File: src/rtl/fetch_pred_pkg.sv
// Shared fetch/branch definitions: branch opcode, 2-bit counter encodings and the
// B-type immediate extractor (also used by the resolution stage's immediate generator).
package fetch_pred_pkg;

  localparam logic [6:0] OPC_BRANCH = 7'b1100011;

  typedef enum logic [1:0] {
    SNT = 2'b00,
    WNT = 2'b01,
    WT  = 2'b10,
    ST  = 2'b11
  } cnt_e;

  function automatic logic signed [31:0] imm_b(input logic [31:0] i);
    return {{20{i[31]}}, i[7], i[30:25], i[11:8], 1'b0};
  endfunction

endpackage

File: src/rtl/fetch_pred_if.sv
// Fetch/predict bus between the fetch PC unit and its neighbours.
// Optional statistics outputs are present only when FETCH_PRED_STATS_EN is defined.
interface fetch_pred_if;
  logic        stall;
  logic [31:0] instr_in;
  logic        instr_valid;
  logic        redirect;
  logic [31:0] redirect_pc;
  logic        upd_en;
  logic [31:0] upd_pc;
  logic        upd_taken;
  logic [31:0] pc;
  logic        pred_taken;
  logic [31:0] pred_target;
`ifdef FETCH_PRED_STATS_EN
  logic [31:0] br_count;
  logic [31:0] mispred_count;

  modport master (
    output stall, instr_in, instr_valid, redirect, redirect_pc,
           upd_en, upd_pc, upd_taken,
    input  pc, pred_taken, pred_target, br_count, mispred_count
  );
  modport slave (
    input  stall, instr_in, instr_valid, redirect, redirect_pc,
           upd_en, upd_pc, upd_taken,
    output pc, pred_taken, pred_target, br_count, mispred_count
  );
`else
  modport master (
    output stall, instr_in, instr_valid, redirect, redirect_pc,
           upd_en, upd_pc, upd_taken,
    input  pc, pred_taken, pred_target
  );
  modport slave (
    input  stall, instr_in, instr_valid, redirect, redirect_pc,
           upd_en, upd_pc, upd_taken,
    output pc, pred_taken, pred_target
  );
`endif
endinterface

File: src/rtl/fetch_pred_bht.sv
// bht_2bit: array of 2-bit saturating direction counters, asynchronous read,
// synchronous write. A same-cycle read of the written entry returns the old value.
module bht_2bit
  import fetch_pred_pkg::*;
#(
  parameter int unsigned IDX_W    = 6,
  parameter logic [1:0]  CNT_INIT = WNT
) (
  input  logic             clk,
  input  logic             reset,
  input  logic [IDX_W-1:0] rd_idx,
  output logic [1:0]       rd_cnt,
  input  logic             wr_en,
  input  logic [IDX_W-1:0] wr_idx,
  input  logic             wr_taken
);

  localparam int unsigned DEPTH = 2 ** IDX_W;

  logic [1:0] cnt_q [DEPTH];

  function automatic logic [1:0] sat_step(input logic [1:0] c, input logic taken);
    if (taken) return (c == ST)  ? ST  : c + 2'd1;
    else       return (c == SNT) ? SNT : c - 2'd1;
  endfunction

  assign rd_cnt = cnt_q[rd_idx];

  always_ff @(posedge clk) begin
    if (reset) begin
      for (int i = 0; i < DEPTH; i++) cnt_q[i] <= CNT_INIT;
    end else if (wr_en) begin
      cnt_q[wr_idx] <= sat_step(cnt_q[wr_idx], wr_taken);
    end
  end

endmodule

File: src/rtl/fetch_pred.sv
// Fetch PC register, B-type predecode and 2-bit BHT direction prediction.
// Define FETCH_PRED_STATS_EN to add the br_count / mispred_count statistics outputs.
module fetch_pred
  import fetch_pred_pkg::*;
#(
  parameter logic [31:0] RESET_PC  = 32'h0000_0000,
  parameter int unsigned BHT_IDX_W = 6,
  parameter logic [1:0]  CNT_INIT  = WNT
) (
  input  logic         clk,
  input  logic         reset,
  fetch_pred_if.slave  bus
);

  logic [31:0]          pc_p0;
  logic [31:0]          pc_nxt;
  logic                 is_br;
  logic [1:0]           rd_cnt;
  logic [BHT_IDX_W-1:0] rd_idx;
  logic [BHT_IDX_W-1:0] wr_idx;
  logic signed [31:0]   br_off;
  logic                 pred_tk;
  logic [31:0]          pred_tgt;
  logic                 unused_upd_bits;

  assign unused_upd_bits = ^{bus.upd_pc[31:BHT_IDX_W+2], bus.upd_pc[1:0]};

  assign is_br    = bus.instr_valid && (bus.instr_in[6:0] == OPC_BRANCH);
  assign br_off   = imm_b(bus.instr_in);
  assign pred_tgt = pc_p0 + br_off;
  assign rd_idx   = pc_p0[BHT_IDX_W+1:2];
  assign wr_idx   = bus.upd_pc[BHT_IDX_W+1:2];
  assign pred_tk  = !reset && is_br && rd_cnt[1];

  bht_2bit #(
    .IDX_W    (BHT_IDX_W),
    .CNT_INIT (CNT_INIT)
  ) u_bht (
    .clk      (clk),
    .reset    (reset),
    .rd_idx   (rd_idx),
    .rd_cnt   (rd_cnt),
    .wr_en    (bus.upd_en),
    .wr_idx   (wr_idx),
    .wr_taken (bus.upd_taken)
  );

  // Next-PC selection; redirect wins over stall so a mispredict is never lost
  always_comb begin
    pc_nxt = pc_p0 + 32'd4;
    if (reset)             pc_nxt = RESET_PC;
    else if (bus.redirect) pc_nxt = bus.redirect_pc;
    else if (bus.stall)    pc_nxt = pc_p0;
    else if (pred_tk)      pc_nxt = pred_tgt;
  end

  // Fetch PC register stage
  always_ff @(posedge clk) begin
    pc_p0 <= pc_nxt;
  end

  assign bus.pc          = pc_p0;
  assign bus.pred_taken  = pred_tk;
  assign bus.pred_target = pred_tgt;

`ifdef FETCH_PRED_STATS_EN
  logic [31:0] br_cnt_p0;
  logic [31:0] mis_cnt_p0;

  always_ff @(posedge clk) begin
    if (reset) begin
      br_cnt_p0  <= '0;
      mis_cnt_p0 <= '0;
    end else if (bus.upd_en) begin
      br_cnt_p0 <= br_cnt_p0 + 32'd1;
      if (bus.redirect) mis_cnt_p0 <= mis_cnt_p0 + 32'd1;
    end
  end

  assign bus.br_count      = br_cnt_p0;
  assign bus.mispred_count = mis_cnt_p0;
`endif

endmodule

File: src/flat_wrapper.sv
// flat-port wrapper written by rule: the top's interface ports become plain ports
module fetch_pred_flat import fetch_pred_pkg::*;
#(
  parameter logic [31:0] RESET_PC  = 32'h0000_0000,
  parameter int unsigned BHT_IDX_W = 6,
  parameter logic [1:0]  CNT_INIT  = WNT
)
  (clk, reset, bus_stall, bus_instr_in, bus_instr_valid, bus_redirect, bus_redirect_pc, bus_upd_en, bus_upd_pc, bus_upd_taken, bus_pc, bus_pred_taken, bus_pred_target);
  fetch_pred_if bus_i ();
  input  logic clk;
  input  logic reset;
  input wire logic [$bits(bus_i.stall)-1:0] bus_stall;
  input wire logic [$bits(bus_i.instr_in)-1:0] bus_instr_in;
  input wire logic [$bits(bus_i.instr_valid)-1:0] bus_instr_valid;
  input wire logic [$bits(bus_i.redirect)-1:0] bus_redirect;
  input wire logic [$bits(bus_i.redirect_pc)-1:0] bus_redirect_pc;
  input wire logic [$bits(bus_i.upd_en)-1:0] bus_upd_en;
  input wire logic [$bits(bus_i.upd_pc)-1:0] bus_upd_pc;
  input wire logic [$bits(bus_i.upd_taken)-1:0] bus_upd_taken;
  output wire logic [$bits(bus_i.pc)-1:0] bus_pc;
  output wire logic [$bits(bus_i.pred_taken)-1:0] bus_pred_taken;
  output wire logic [$bits(bus_i.pred_target)-1:0] bus_pred_target;
  assign bus_i.stall = bus_stall;
  assign bus_i.instr_in = bus_instr_in;
  assign bus_i.instr_valid = bus_instr_valid;
  assign bus_i.redirect = bus_redirect;
  assign bus_i.redirect_pc = bus_redirect_pc;
  assign bus_i.upd_en = bus_upd_en;
  assign bus_i.upd_pc = bus_upd_pc;
  assign bus_i.upd_taken = bus_upd_taken;
  assign bus_pc = bus_i.pc;
  assign bus_pred_taken = bus_i.pred_taken;
  assign bus_pred_target = bus_i.pred_target;
  fetch_pred #(.RESET_PC(RESET_PC), .BHT_IDX_W(BHT_IDX_W), .CNT_INIT(CNT_INIT)) u_core (.clk(clk), .reset(reset), .bus(bus_i));
endmodule
File: config.mk
export PLATFORM = sky130hd
export DESIGN_NAME = fetch_pred_flat
export DESIGN_NICKNAME = d
export VERILOG_FILES = /design/src/rtl/fetch_pred_pkg.sv /design/src/rtl/fetch_pred_if.sv /design/src/rtl/fetch_pred_bht.sv /design/src/rtl/fetch_pred.sv /design/src/flat_wrapper.sv
export SDC_FILE = /design/constraint.sdc
export NUM_CORES = 1
export LEC_CHECK = 0
export CAP_MARGIN = 0
export CORE_MARGIN = 1.5
export CORE_UTILIZATION = 47
export DETAILED_ROUTE_END_ITERATION = 8
export GPL_TIMING_DRIVEN = 0
export PLACE_DENSITY = 0.75
export REMOVE_ABC_BUFFERS = 1
export SLEW_MARGIN = 20
export SYNTH_ARGS = -nofsm -noshare
export SYNTH_HDL_FRONTEND = slang
export SYNTH_SLANG_ARGS = --single-unit
File: constraint.sdc
create_clock -name clk -period 11.2 [get_ports clk]
set_clock_uncertainty 0.15 [all_clocks]
set_input_delay 2.8 -clock clk [delete_from_list [all_inputs] [get_ports clk]]
set_output_delay 2.8 -clock clk [all_outputs]
set_load 0.01 [all_outputs]
# == Yosys cells after proc, flatten, opt, wreduce, memory -nomap -nowiden ==
# Memories as Yosys holds them, arrays and structs flattened. A register that Yosys moved wholly into a read port is not among the register bits.
# Index checks and enable logic that the tools add are counted.
# op_classes
mux,18
reduce_logical,6
eq_ne,3
n_addsub,4
# ops
operator,n
2-to-1 mux 32 bit,3
adder 32 x 3 -> 32 bit (second input constant),1
adder 32 bit,1
2-to-1 mux 6 bit,3
2-to-1 mux 2 bit,6
equality test 7 bit (second input constant),1
2-to-1 mux 1 bit,6
logical AND 1 bit,3
adder 2 x 1 -> 2 bit (second input constant),1
equality test 2 bit (second input constant),1
logical NOT 2 bit,1
!= test 2 x 1 -> 1 bit (second input constant),1
OR reduction 2 bit,1
subtractor 2 x 1 -> 2 bit (second input constant),1
logical NOT 1 bit,1
# totals
mem_bits_rw,128
reg_bits,32
out_inout_bits,65
mem_count,1
elab_cells,33
inputBits,103
# mem_list
memory,depth,word_bits,read_ports,rd_ports_with_merged_regs,write_ports,line_no,source
u_core.u_bht.cnt_q,64,2,2,1,64,fetch_pred_bht.sv:20,logic [1:0] cnt_q [DEPTH];

# == Logic depth before layout (Yosys ltp) ==
# logic_depth
ltp_word,9
mapped_depth,13
ltp_nobuf,10

# == Hierarchy ==
# From an unflattened synthesis, not the netlist that was laid out.
# unflattened
cells_unflattened,1181
hier_area_um2,11687.5
# by_module_without_submodules
module,instances,area_each_um2,seq_area_each_um2,cells_each
bht_2bit,1,7783.7,3843.7,635
fetch_pred,1,3903.7,640.6,546

# == Worst setup path after synthesis ==
# No wires, ideal clock.
# synth_path
path_type,input -> output
startpoint,in bus_instr_in[8]
endpoint,out bus_pred_target[25]
stages,9
required_ns,8.250
slack_ns,3.171
path_buffers,0
t_arrival_ns,5.079
path_cell_list,ha_1 > fa_1 > a21o_1 > a221o_1 > o2bb2ai_1 > a311oi_2 > a21oi_1 > a221o_1 > xor2_1
# synth_via
elab_chain_len,1
# synth_lines
item,line_no,source
start: declaration,flat_wrapper.sv:13,input wire logic [$bits(bus_i.instr_in)-1:0] bus_instr_in;
adder 32 bit,fetch_pred.sv:30,assign pred_tgt = pc_p0 + br_off;
end: declaration,flat_wrapper.sv:22,output wire logic [$bits(bus_i.pred_target)-1:0] bus_pred_target;
# No other way between the ends.

# == Final worst setup path ==
# layout_path
startpoint,in bus_instr_in[31]
endpoint,out bus_pred_target[31]
# The elaborated chain is that of the path after synthesis.

==> results.py <==
metrics = {
    "synthesis": {
        "synth-simple-area-share": 0.206,
        "synth_seq_cells": 166,
        "synth_top_cell_area_share": 0.348,
        "yosysSeqAreaShare": 0.416,
        "synth_flop_cell": "edfxtp_1",
        "synth_async_sr_flop_share": 0,
        "ys_types": 77,
        "synth_commonest_cells": "nand2_1, edfxtp_1, nor2_1, nand3_1, o21ai_0",
        "yosysWarnings": 0,
        "yosys.area.top_type": "edfxtp_1",
        "synth-xor-area-share": 0.0317,
        "yosys.cell_count.top_type": "nand2_1",
        "synth_compound_area_frac": 0.169,
        "synth_cells": 1196,
        "avgSynthCellArea_sq_um": 9.24,
        "synth-edff-count": 128,
        "synth-adder-area-share": 0.0388,
        "synthMuxAreaShare": 0.0882,
        "synth_top_family_by_area": "simple AND/OR/NAND/NOR gates",
        "yosys-top-cells-area": "edfxtp_1, dfxtp_1, nand2_1",
        "synthesis.area_sq_um": 11100,
    },
    "critical_path": {
        "worstPathRequired_ps": 8250,
        "path_buf_inv": 2,
        "worstPathCellList": "clkdlybuf4s50_1 -> ha_1 -> nand4_1 -> a2111oi_0 -> a221oi_1 -> o221ai_1 -> nand2_1 -> a31oi_1 -> xnor2_1 -> clkdlybuf4s50_1",
        "crit_path_max_incr_delay_ps": 910,
        "cp_data_arrival_time_ps": 6690,
        "cp_top_family": "buffers and inverters",
        "critPathLaunchType": "input port",
        "critPathMostFrequentCell": "clkdlybuf4s50_1",
        "critPathMaxFanout": 20,
        "crit_type": "input port to primary output",
        "cp_slowest_cell": "clkdlybuf4s50_1",
        "end_kind": "primary output",
    },
    "floorplanning": {
        "initial_utilization": 0.484,
        "chipWidth_um": 156,
        "core_region_area_sq_um": 22800,
        "die_area_sq_um": 24500,
        "row_count": 55,
        "ios": 168,
        "die_height_um": 156,
    },
    "layout": {
        "antenna_cells": 0,
        "fillerInstances": 2019,
        "seqCellArea_sq_um": 4610,
        "multi_input_area_sq_um": 5950,
        "drive_above_1_share": 0.0723,
        "final_cells": 1586,
        "fin_util": 0.571,
        "syn_to_final_growth_pct": 17.9,
        "nets": 1395,
    },
    "clock_tree": {
        "cts-buffers-inserted": 17,
        "cts_setup_buffers": 0,
        "htreeDepth": 4,
        "cts_root_buffer": "clkbuf_16",
        "cts_resized": 0,
        "clockBufferDepth": 2,
        "ctsHoldBuffers": 0,
        "path_clk_slew_ps": 80,
        "worstSkewPairLatency_ps": 450,
        "cts.sinks": 166,
        "cts_tree": "yes",
    },
    "power": {
        "swShare": 0.315,
        "p_sw_uw": 538,
        "p_seq_frac": 0.415,
        "p_clk_frac": 0.357,
        "ir_drop_mv": 0.0971,
        "p_int_mw": 1.17,
        "leakage_nw": 4.52,
        "comb_power_share": 0.228,
        "p_per_area_nw_per_um2": 131,
    },
    "placement": {
        "placement.io_buffers": 128,
        "gp_congestion": 0.917,
        "placement.setup.worst_slack_ps": 1640,
        "placed_cells": 1554,
        "dp_hpwl_mm": 23.6,
    },
    "timing": {
        "fin_crit_ps": 9640,
        "fmax_ghz": 0.104,
        "final_max_slew_viol_count": 0,
        "fin_tns_setup_ps": 0,
        "fin_ws_ps": 1560,
        "relSlewSlack": 0.155,
        "post-route-period-util": 0.861,
        "tightest_slew_ps": 1260,
        "setup_viol": 0,
        "hold_viol_final": 0,
        "rsz0062_at_grt": "no",
    },
    "global_routing": {
        "grt-ovfl-total": 0,
        "track_usage": 0.278,
        "grt_max_degree": 75,
        "grt_pass1_vias": 9408,
        "antenna_found_initial": 0,
        "grt_pass1_wl_mm": 52.1,
    },
    "detailed_routing": {
        "drtAntennaViolNets": 0,
        "routed_wirelength_mm": 33.9,
        "num_vias": 10139,
        "vias_per_cell": 6.39,
        "drt-wirelength-per-cell_um": 21.4,
        "drc": 0,
        "drtIter0Drc": 1333,
        "first_pass_iters": 6,
    },
    "run": {
        "drv_cap": 0,
    },
    "status": {
        "run_status": "finished clean",
    },
    "min_path": {
        "hold_class": "flop to flop",
    },
}
-- final timing paths --
path                                  startpoint                   to  slack (ps)  cells past startpoint
worst min register to register  u_core.bus.pc[0]     u_core.bus.pc[0]         380                      2
worst max-delay path            bus_instr_in[31]  bus_pred_target[31]        1560                     10
worst max register to register              flop    u_core.bus.pc[31]        7460                      7
worst min-delay path            u_core.bus.pc[0]     u_core.bus.pc[0]         380                      2
-- tightest hold or removal path: stages, from the launching register on --
cell and delay (ps):
dfxtp_1 350, mux2i_1 70, nor2_1 70
-- registers in the layout, summed over array words and instances, names as in the netlist, named ones only --
name,flops
u_core.u_bht.cnt_q,128
u_core.bus.pc,32
-- per-layer routing --
layer  track usage  up-vias  wire (um)
met5             0        -          0
met4         0.132        0       1470
met3        0.0576      116       3030
met2         0.454      563      16000
met1         0.353     4842      13300
li1              -     4618          -
-- logic make-up after synthesis --
| family | after synthesis |
|---|---|
| compound gates | 285 |
| xor+xnor | 40 |
| fa+ha+maj | 34 |
| buf+inv | 113 |
| flops | 166 |
| mux | 77 |
| simple gates | 481 |
-- power groups by stage --
stage	clock network, mW	registers, mW	logic, mW
floorplan	0	0.717	0.202
global placement	0	0.722	0.369
detailed placement	0	0.721	0.383
CTS	0.610	0.708	0.384
global route	0.634	0.711	0.417
finish	0.610	0.709	0.389
-- cell type report --
| type | instances | area share |
|---|---|---|
| Timing Repair Buffer | 136 | 0.108 |
| Inverter | 22 | 0.00653 |
| Sequential cell | 166 | 0.353 |
| Tap cell | 313 | 0.0300 |
| Clock inverter | 15 | 0.0136 |
| Clock buffer | 17 | 0.0326 |
| Multi-Input combinational cell | 917 | 0.456 |
-- layout by cell type, fill, tap and decap left out, drive strengths merged, types with 5 or more instances in the layout --
cell,n
nand2,141
edfxtp,128
clkdlybuf4s50,122
nor2,107
nand3,81
o21ai,79
a21oi,68
nor3,50
mux2i,49
dfxtp,38
ha,31
inv,31
xnor2,27
a22oi,22
nand4,20
clkbuf,17
nor2b,16
a221oi,15
mux4,15
and3,14
buf,14
xor2,13
mux2,13
o211ai,11
a21o,10
a211oi,10
and2,9
or2,7
and4,6
o211a,6
a221o,5
or3,5
a31oi,5
o2bb2ai,5
nor3b,5
-- through the flow --
step           cell area, sq um  total power, mW  hold WS (ps)
2_1_floorplan             10600            0.919           425
3_3_place_gp              12300             1.09           354
3_5_place_dp              12400             1.10           358
4_1_cts                   13000             1.70           379
5_1_grt                   13000             1.76           402
6_report                  13000             1.71           376
Power figures use the tool's default switching activity.
